$ cat src/rtl/sobol_rng_pkg.sv
// Shared types and helpers for the sobol_rng generator.
package sobol_rng_pkg;

    // Widest direction word the helpers can produce; instances slice down to BITWIDTH.
    localparam int unsigned SOBOL_MAX_W = 32;

    typedef logic [SOBOL_MAX_W-1:0] dir_word_t;

    // Van der Corput direction vector k for a generator of width bw: 1 << (bw-1-k).
    function automatic dir_word_t default_dir(input int unsigned bw, input int unsigned k);
        return dir_word_t'(1) << (bw - 1 - k);
    endfunction

endpackage

$ cat src/rtl/sobol_rng_if.sv
// Control / data bundle for sobol_rng. Optional scrambler ports appear under SOBOL_SCRAMBLE_EN.
interface sobol_rng_if
    import sobol_rng_pkg::*;
#(
    parameter int unsigned BITWIDTH    = 8,
    parameter int unsigned LOGBITWIDTH = $clog2(BITWIDTH)
);
    logic                   iEn;
    logic                   iClr;
    logic                   iDirWe;
    logic [LOGBITWIDTH-1:0] iDirAddr;
    logic [BITWIDTH-1:0]    iDirData;
`ifdef SOBOL_SCRAMBLE_EN
    logic                   iScrWe;
    logic [BITWIDTH-1:0]    iScrData;
`endif
    logic [BITWIDTH-1:0]    oRand;
    logic [LOGBITWIDTH-1:0] oIdx;
    logic                   oWrap;

`ifdef SOBOL_SCRAMBLE_EN
    modport master (output iEn, iClr, iDirWe, iDirAddr, iDirData, iScrWe, iScrData,
                    input  oRand, oIdx, oWrap);
    modport slave  (input  iEn, iClr, iDirWe, iDirAddr, iDirData, iScrWe, iScrData,
                    output oRand, oIdx, oWrap);
`else
    modport master (output iEn, iClr, iDirWe, iDirAddr, iDirData,
                    input  oRand, oIdx, oWrap);
    modport slave  (input  iEn, iClr, iDirWe, iDirAddr, iDirData,
                    output oRand, oIdx, oWrap);
`endif

endinterface

$ cat src/rtl/sobol_rng_lsz_pe.sv
// Combinational least-significant-zero priority encoder, any width.
module lsz_pe #(
    parameter int unsigned WIDTH = 8,
    parameter int unsigned IDXW  = $clog2(WIDTH)
) (
    input  logic [WIDTH-1:0] i_vec,
    output logic [IDXW-1:0]  o_idx_c,
    output logic             o_valid_c
);

    // Scan MSB to LSB so the lowest zero bit wins.
    always_comb begin
        o_idx_c   = '0;
        o_valid_c = 1'b0;
        for (int i = WIDTH - 1; i >= 0; i--) begin
            if (!i_vec[i]) begin
                o_idx_c   = IDXW'(i);
                o_valid_c = 1'b1;
            end
        end
    end

endmodule

$ cat src/rtl/sobol_rng.sv
// 1-D Sobol low-discrepancy generator with runtime-reloadable direction vectors.
// Optional feature macro: SOBOL_SCRAMBLE_EN (digital-shift mask on the output).
module sobol_rng
    import sobol_rng_pkg::*;
#(
    parameter int unsigned BITWIDTH    = 8,
    parameter int unsigned LOGBITWIDTH = $clog2(BITWIDTH)
) (
    input  logic        clk,
    input  logic        rst_n,
    sobol_rng_if.slave  bus
);

    typedef logic [BITWIDTH-1:0] dir_t;

    dir_t                   r_dir [BITWIDTH];
    dir_t                   r_cnt;
    dir_t                   r_acc;
    logic [LOGBITWIDTH-1:0] r_idx;
    logic                   r_wrap;

    logic [LOGBITWIDTH-1:0] w_lsz_idx;
    logic                   w_lsz_valid;
    logic                   w_addr_ok;
    dir_t                   w_dir_sel;
    dir_t                   w_cnt_nxt;
    dir_t                   w_acc_nxt;
    logic [LOGBITWIDTH-1:0] w_idx_nxt;
    logic                   w_wrap_nxt;

    lsz_pe #(
        .WIDTH (BITWIDTH),
        .IDXW  (LOGBITWIDTH)
    ) u_lsz (
        .i_vec     (r_cnt),
        .o_idx_c   (w_lsz_idx),
        .o_valid_c (w_lsz_valid)
    );

    assign w_dir_sel = r_dir[w_lsz_idx];

    // Out-of-range addresses only exist when BITWIDTH is not a power of two.
    if ((1 << LOGBITWIDTH) > BITWIDTH) begin : g_addr_chk
        assign w_addr_ok = (bus.iDirAddr < LOGBITWIDTH'(BITWIDTH));
    end else begin : g_addr_all
        assign w_addr_ok = 1'b1;
    end

    // Next-state for counter, accumulator, index and wrap pulse; clear beats step.
    always_comb begin
        w_cnt_nxt  = r_cnt;
        w_acc_nxt  = r_acc;
        w_idx_nxt  = r_idx;
        w_wrap_nxt = 1'b0;
        if (bus.iClr) begin
            w_cnt_nxt = '0;
            w_acc_nxt = '0;
            w_idx_nxt = '0;
        end else if (bus.iEn) begin
            if (w_lsz_valid) begin
                w_acc_nxt = r_acc ^ w_dir_sel;
                w_idx_nxt = w_lsz_idx;
                w_cnt_nxt = r_cnt + dir_t'(1);
            end else begin
                w_acc_nxt  = '0;
                w_cnt_nxt  = '0;
                w_idx_nxt  = LOGBITWIDTH'(BITWIDTH - 1);
                w_wrap_nxt = 1'b1;
            end
        end
    end

    // Sequence state registers.
    always_ff @(posedge clk or negedge rst_n) begin
        if (!rst_n) begin
            r_cnt  <= '0;
            r_acc  <= '0;
            r_idx  <= '0;
            r_wrap <= 1'b0;
        end else begin
            r_cnt  <= w_cnt_nxt;
            r_acc  <= w_acc_nxt;
            r_idx  <= w_idx_nxt;
            r_wrap <= w_wrap_nxt;
        end
    end

    // Direction table; a same-cycle step still reads the old entry.
    always_ff @(posedge clk or negedge rst_n) begin
        if (!rst_n) begin
            for (int k = 0; k < BITWIDTH; k++) begin
                r_dir[k] <= dir_t'(default_dir(BITWIDTH, 32'(k)));
            end
        end else if (bus.iDirWe && w_addr_ok) begin
            r_dir[bus.iDirAddr] <= bus.iDirData;
        end
    end

`ifdef SOBOL_SCRAMBLE_EN
    dir_t r_scr;
    dir_t r_out;
    dir_t w_scr_nxt;

    assign w_scr_nxt = bus.iScrWe ? bus.iScrData : r_scr;

    // Scramble mask and registered digital-shifted output.
    always_ff @(posedge clk or negedge rst_n) begin
        if (!rst_n) begin
            r_scr <= '0;
            r_out <= '0;
        end else begin
            r_scr <= w_scr_nxt;
            r_out <= w_acc_nxt ^ w_scr_nxt;
        end
    end

    assign bus.oRand = r_out;
`else
    assign bus.oRand = r_acc;
`endif

    assign bus.oIdx  = r_idx;
    assign bus.oWrap = r_wrap;

endmodule
$ cat src/flat_wrapper.sv
// flat-port wrapper written by rule: the top's interface ports become plain ports
module sobol_rng_flat import sobol_rng_pkg::*;
#(
    parameter int unsigned BITWIDTH    = 8,
    parameter int unsigned LOGBITWIDTH = $clog2(BITWIDTH)
)
  (clk, rst_n, bus_iEn, bus_iClr, bus_iDirWe, bus_iDirAddr, bus_iDirData, bus_oRand, bus_oIdx, bus_oWrap);
  sobol_rng_if #(.BITWIDTH(BITWIDTH), .LOGBITWIDTH(LOGBITWIDTH)) bus_i ();
  input  logic clk;
  input  logic rst_n;
  input wire logic [$bits(bus_i.iEn)-1:0] bus_iEn;
  input wire logic [$bits(bus_i.iClr)-1:0] bus_iClr;
  input wire logic [$bits(bus_i.iDirWe)-1:0] bus_iDirWe;
  input wire logic [$bits(bus_i.iDirAddr)-1:0] bus_iDirAddr;
  input wire logic [$bits(bus_i.iDirData)-1:0] bus_iDirData;
  output wire logic [$bits(bus_i.oRand)-1:0] bus_oRand;
  output wire logic [$bits(bus_i.oIdx)-1:0] bus_oIdx;
  output wire logic [$bits(bus_i.oWrap)-1:0] bus_oWrap;
  assign bus_i.iEn = bus_iEn;
  assign bus_i.iClr = bus_iClr;
  assign bus_i.iDirWe = bus_iDirWe;
  assign bus_i.iDirAddr = bus_iDirAddr;
  assign bus_i.iDirData = bus_iDirData;
  assign bus_oRand = bus_i.oRand;
  assign bus_oIdx = bus_i.oIdx;
  assign bus_oWrap = bus_i.oWrap;
  sobol_rng #(.BITWIDTH(BITWIDTH), .LOGBITWIDTH(LOGBITWIDTH)) u_core (.clk(clk), .rst_n(rst_n), .bus(bus_i));
endmodule
$ cat config.mk
export PLATFORM = sky130hd
export DESIGN_NAME = sobol_rng_flat
export DESIGN_NICKNAME = d
export VERILOG_FILES = /design/src/rtl/sobol_rng_pkg.sv /design/src/rtl/sobol_rng_if.sv /design/src/rtl/sobol_rng_lsz_pe.sv /design/src/rtl/sobol_rng.sv /design/src/flat_wrapper.sv
export SDC_FILE = /design/constraint.sdc
export NUM_CORES = 1
export LEC_CHECK = 0
export ABC_AREA = 1
export CELL_PAD_IN_SITES_DETAIL_PLACEMENT = 1
export CELL_PAD_IN_SITES_GLOBAL_PLACEMENT = 1
export CORE_MARGIN = 2
export CORE_UTILIZATION = 30
export DETAILED_ROUTE_END_ITERATION = 12
export MAX_ROUTING_LAYER = met4
export PLACE_DENSITY = 0.65
export SYNTH_ARGS = -nofsm -noshare
export SYNTH_HDL_FRONTEND = slang
export SYNTH_HIERARCHICAL = 1
export SYNTH_SLANG_ARGS = --single-unit
export TNS_END_PERCENT = 100
$ cat constraint.sdc
create_clock -name clk -period 4 [get_ports clk]
set_clock_uncertainty 0.1 [all_clocks]
set_input_delay 0.4 -clock clk [delete_from_list [all_inputs] [get_ports clk]]
set_output_delay 0.4 -clock clk [all_outputs]
set_load 0.02 [all_outputs]
# Word-level counts from Yosys, hierarchy flattened
# Cells that the tools add are included.
[totals] ff_bits=84 latch_bits=0 ramBits=0 rom_bits=0 in_bits=16 elab_cells=55 memories=0
[classes] add_sub_neg=1 n_mul=0 n_div=0 order_cmp=3 n_eq_ne=0 n_shift=0 n_mux=34 n_bitwise=3 reduce_logical=2
[op_table] op="$mux 8" n=9
[op_table] op="$bwmux 64" n=1
[op_table] op="$mux 3" n=11
[op_table] op="$bmux 8 s3" n=1
[op_table] op="$demux 8 s3" n=1
[op_table] op="$mux 1" n=11
[op_table] op="$add 8x1->8 const B" n=1
[op_table] op="$ge 4x4->1 const B" n=2
[op_table] op="$not 3->4" n=2
[op_table] op="$xor 8x8->8" n=1
[op_table] op="$lt 4x1->1 const B" n=1
[op_table] op="$reduce_bool 2->1" n=1
[op_table] op="$logic_and 1x1->1" n=1

# Depth between registers and ports, before layout
[depth] ltp_word=16 depth_mapped=17 mapped_depth_nobuf=15

# Modules after synthesis
# Netlist, hierarchy kept.
[by_module_without_submodules] mod="sobol_rng" n_inst=1 cells_per_inst=554 area_each_um2=4209.0
[by_module_without_submodules] mod="lsz_pe" n_inst=1 cells_per_inst=18 area_each_um2=78.8

# Worst setup path after synthesis
# OpenSTA, ideal clock, no wires.
[synth_path] path_kind="register to register" startpoint="register u_core.r_cnt[7]" endpoint="register u_core.r_acc[6], in the netlist u_core/bus.oRand[6]" t_arrival_ns=1.474 slack_ns=2.308 path_stages_with_launch=17 path_buffers=2 cell_sequence="dfrtp_1 -> inv_1 -> nand2_1 -> nand2_1 -> nand2_1 -> nand2_1 -> nand2_1 -> a21oi_2 -> buf_4 -> inv_4 -> buf_6 -> nand2_1 -> nand3_1 -> nand3_1 -> nand3_1 -> nand3_1 -> nand2_1"
[synth_via] elab_chain_cells=16
[synth_lines] item="start: declaration" line="sobol_rng.sv:17" rtl="dir_t r_cnt;"
[synth_lines] item="start signal: assignment" line="sobol_rng.sv:81" rtl="r_cnt <= w_cnt_nxt;"
[synth_lines] item="$mux 3 (8 in a row)" line="sobol_rng_lsz_pe.sv:16" rtl="if (!i_vec[i]) begin"
[synth_lines] item="net u_core.w_lsz_idx[0]" line="sobol_rng.sv:22" rtl="logic [LOGBITWIDTH-1:0] w_lsz_idx;"
[synth_lines] item="$not 3->4 (implied by the code)" line="sobol_rng.sv:40" rtl="assign w_dir_sel = r_dir[w_lsz_idx];"
[synth_lines] item="$bmux 8 s3" line="sobol_rng.sv:40"
[synth_lines] item="$mux 8 (implied by the code) (2 in a row)" line="sobol_rng.sv:40"
[synth_lines] item="$xor 8x8->8" line="sobol_rng.sv:61" rtl="w_acc_nxt = r_acc ^ w_dir_sel;"
[synth_lines] item="$mux 8" line="sobol_rng.sv:60" rtl="if (w_lsz_valid) begin"
[synth_lines] item="$mux 8" line="sobol_rng.sv:59" rtl="end else if (bus.iEn) begin"
[synth_lines] item="$mux 8" line="sobol_rng.sv:55" rtl="if (bus.iClr) begin"
[synth_lines] item="end signal: assignment" line="sobol_rng.sv:82" rtl="r_acc <= w_acc_nxt;"
[synth_lines] item="end: declaration" line="sobol_rng.sv:18" rtl="dir_t r_acc;"
# The timed path passes the listed nets, and every way through them passes these cells. The select of a mux whose other input is x is not followed.
# A chain may end at the register's enable or synchronous reset.

# Worst setup path in the final report
[layout_path] startpoint="register u_core.r_cnt[7]" endpoint="register u_core.r_acc[0], in the netlist u_core/bus.oRand[0]"
# Same word-level chain as after synthesis.

==> results.py <==
metrics = {
    "run_status": {
        "status": "complete, no violations",
    },
    "route": {
        "firstDrtPassIters": 4,
        "num_vias": 3699,
        "drt_wl_total_mm": 12.2,
        "post_drt_wl_per_cell_um": 15.6,
        "vias_per_cell": 4.74,
        "post-route-drc-count": 0,
        "drt_iter0_drc": 203,
        "postRouteAntennaNets": 0,
    },
    "sta": {
        "rsz0062_at_grt": "false",
        "setup_tns_ns": 0,
        "fmax_ghz": 0.384,
        "tightest_slew_ns": 0.882,
        "fin_crit_ns": 2.61,
        "final-max-slew-violation-count": 0,
        "hold_viol_final": 0,
        "slew_headroom_pct": 41.2,
        "fin_crit_sh_pct": 65.2,
        "setup_violations": 0,
        "fin_ws_ns": 1.39,
    },
    "global_route": {
        "grt_pass1_vias": 3919,
        "grt_pass1_wl_mm": 20.1,
        "grt_max_degree": 65,
        "antenna_found_initial": 0,
        "overflow": 0,
        "grt_usage_pct": 18.0,
    },
    "floorplan": {
        "start_util_pct": 30.8,
        "num_rows": 43,
        "ios": 28,
        "dieArea_mm2": 0.0153,
        "fp.coreArea_mm2": 0.0139,
        "die_h_um": 124,
        "die_x_um": 124,
    },
    "worst_setup_path": {
        "worst_ep_required_time_ns": 4.13,
        "worst-path-max-fanout": 32,
        "slowest_delay_ns": 0.71,
        "start_kind": "register",
        "end_kind": "register",
        "worst_path_max_delay_cell": "a21oi_2",
        "criticalPathCategory": "reg -> reg",
        "worstPathCellList": "inv_1, nand2_1, nand2_1, nand2_1, nand2_1, nand2_1, a21oi_2, inv_4, nand2_1, nand3_1, nand3_1, nand3_1, nand3_1, nand2_1",
        "crit_top_cell": "nand2_1",
        "arrival_ns": 2.74,
    },
    "logic_synthesis": {
        "ys_warn_count": 6,
        "ys_async_sr_fraction_pct": 100,
        "synthCells": 572,
        "yosysSeqAreaShare_pct": 49.3,
        "synth-edff-count": 0,
        "synth_area_per_cell_um2": 7.50,
        "netlist_area_mm2": 0.00429,
        "ys_ff_latch": 84,
        "synthFlopType": "dfrtp_1",
        "synth_fp_nets": 589,
        "ys_types": 25,
    },
    "final_layout": {
        "fillers": 1735,
        "final_common_cell": "nand2_1",
        "layout-drive-gt1-share_pct": 6.50,
        "diodes": 0,
        "final_util_pct": 35.7,
        "nets": 612,
        "mostFrequentLayoutCells": "nand2_1, inv_1, dfrtp_1, o21ai_0, nand3_1",
        "synthToLayoutAreaGrowth_pct": 16.1,
    },
    "power_and_ir_drop": {
        "irDropWorstVdd_mv": 0.207,
        "p_leak_uw": 0.00245,
        "p_per_area_mw_per_mm2": 481,
    },
    "clock_network": {
        "clkSinkCount": 84,
        "clkTransAtPathRegs_ns": 0.06,
        "cts_root_buf": "clkbuf_16",
        "htreeDepth": 3,
        "numCtsBuffers": 9,
        "ctsHoldBuffers": 0,
        "cts_setup_buffers": 0,
        "insertion_delay_ns": 0.34,
        "clk_path_buf_depth": 2,
        "cts_tree": "yes",
        "postCtsResizedCells": 0,
    },
    "place": {
        "place_ws_ns": 1.41,
        "dp_hpwl_mm": 8.10,
        "port_buffers": 27,
        "gp_congestion": 0.765,
    },
    "hold_path": {
        "min_path_type": "in -> async",
    },
    "flow_run": {
        "max_cap_viol_count": 0,
    },
}
[path summary, 6_finish.rpt]
kind                                              startpoint                               to  slack (ns)  cells after the start
worst min-delay path                                   rst_n     u_core/r_dir[42]$_DFFE_PN0P_        0.07                      1
max in group asynchronous                              rst_n     u_core/r_dir[63]$_DFFE_PN1P_        2.84                      2
min in group clk                u_core/r_dir[62]$_DFFE_PN0P_     u_core/r_dir[62]$_DFFE_PN0P_        0.39                      2
worst min register to register  u_core/r_dir[62]$_DFFE_PN0P_     u_core/r_dir[62]$_DFFE_PN0P_        0.39                      2
worst max register to register   u_core/r_cnt[7]$_DFFE_PN0P_  u_core/bus.oRand[0]$_DFFE_PN0P_        1.39                     14
worst max-delay path             u_core/r_cnt[7]$_DFFE_PN0P_  u_core/bus.oRand[0]$_DFFE_PN0P_        1.39                     14
[stage by stage]
stage | power [uW] | area (um^2) | std cells | hold slack (ns)
finish | 2400 | 4980 | 780 | 0.0705
global route | 2550 | 4980 | 780 | 0.139
CTS | 2430 | 4980 | 780 | 0.105
detailed placement | 1500 | 4650 | 764 | 0.373
global placement | 1470 | 4650 | 764 | 0.367
floorplan | 1350 | 4290 | 572 | 0.00441
[report_power, final]
part	switching [uW]	internal, uW
clock network	351	564
registers	77.3	996
logic	254	153
[flip-flops by register name, indices dropped and copies added (netlist names)]
name,flops
u_core/r_dir,64
u_core/bus.oIdx,3
u_core/r_cnt,8
u_core/bus.oRand,8
u_core/bus.oWrap,1
[kinds of logic after synthesis]
family / after synthesis / share of synthesized area, %
simple gates: 279 / 27.3
buf+inv: 124 / 13.1
compound gates: 84 / 10.0
flops: 84 / 49.3
fa+ha+maj: 1 / 0.292
[final cells by class]
cell class / instances / area (um^2) / area share [%]
Inverter: 104 / 393 / 7.89
Multi-Input combinational cell: 364 / 1620 / 32.5
Timing Repair Buffer: 32 / 305 / 6.13
Tap cell: 180 / 225 / 4.52
Clock inverter: 6 / 86.3 / 1.73
Clock buffer: 10 / 239 / 4.80
Sequential cell: 84 / 2110 / 42.4
[critical path: cells and delay by family (launching register included)]
family,cells,cell delay (ns)
buffers and inverters,2,0.38
flip-flops,1,0.40
AO/OA/AOI/OAI,1,0.71
AND/OR/NAND/NOR,11,0.88
[routing by layer]
metal / vias to the layer above / share of wire (%) / global-route usage (%)
met3: 25 / 2.2 / 2.68
met5: - / 0 / -
li1: 1816 / - / -
met1: 1797 / 45 / 20.9
met4: 0 / 3.0 / 9.09
met2: 61 / 49 / 30.2
[cells in the mapped netlist (2+ instances only)]
| library cell | n | area share (%) |
|---|---|---|
| o21ai_0 | 74 | 8.6 |
| buf_2 | 4 | 0.47 |
| or2_2 | 2 | 0.29 |
| inv_1 | 101 | 8.8 |
| buf_6 | 9 | 2.4 |
| a21oi_1 | 7 | 0.82 |
| nor2_1 | 11 | 0.96 |
| buf_4 | 6 | 1.1 |
| nand2_1 | 188 | 16 |
| dfrtp_1 | 76 | 44 |
| nand3_1 | 72 | 8.4 |
| dfstp_2 | 8 | 4.9 |
| nor3_1 | 2 | 0.23 |
Power figures use the tool's default switching activity.
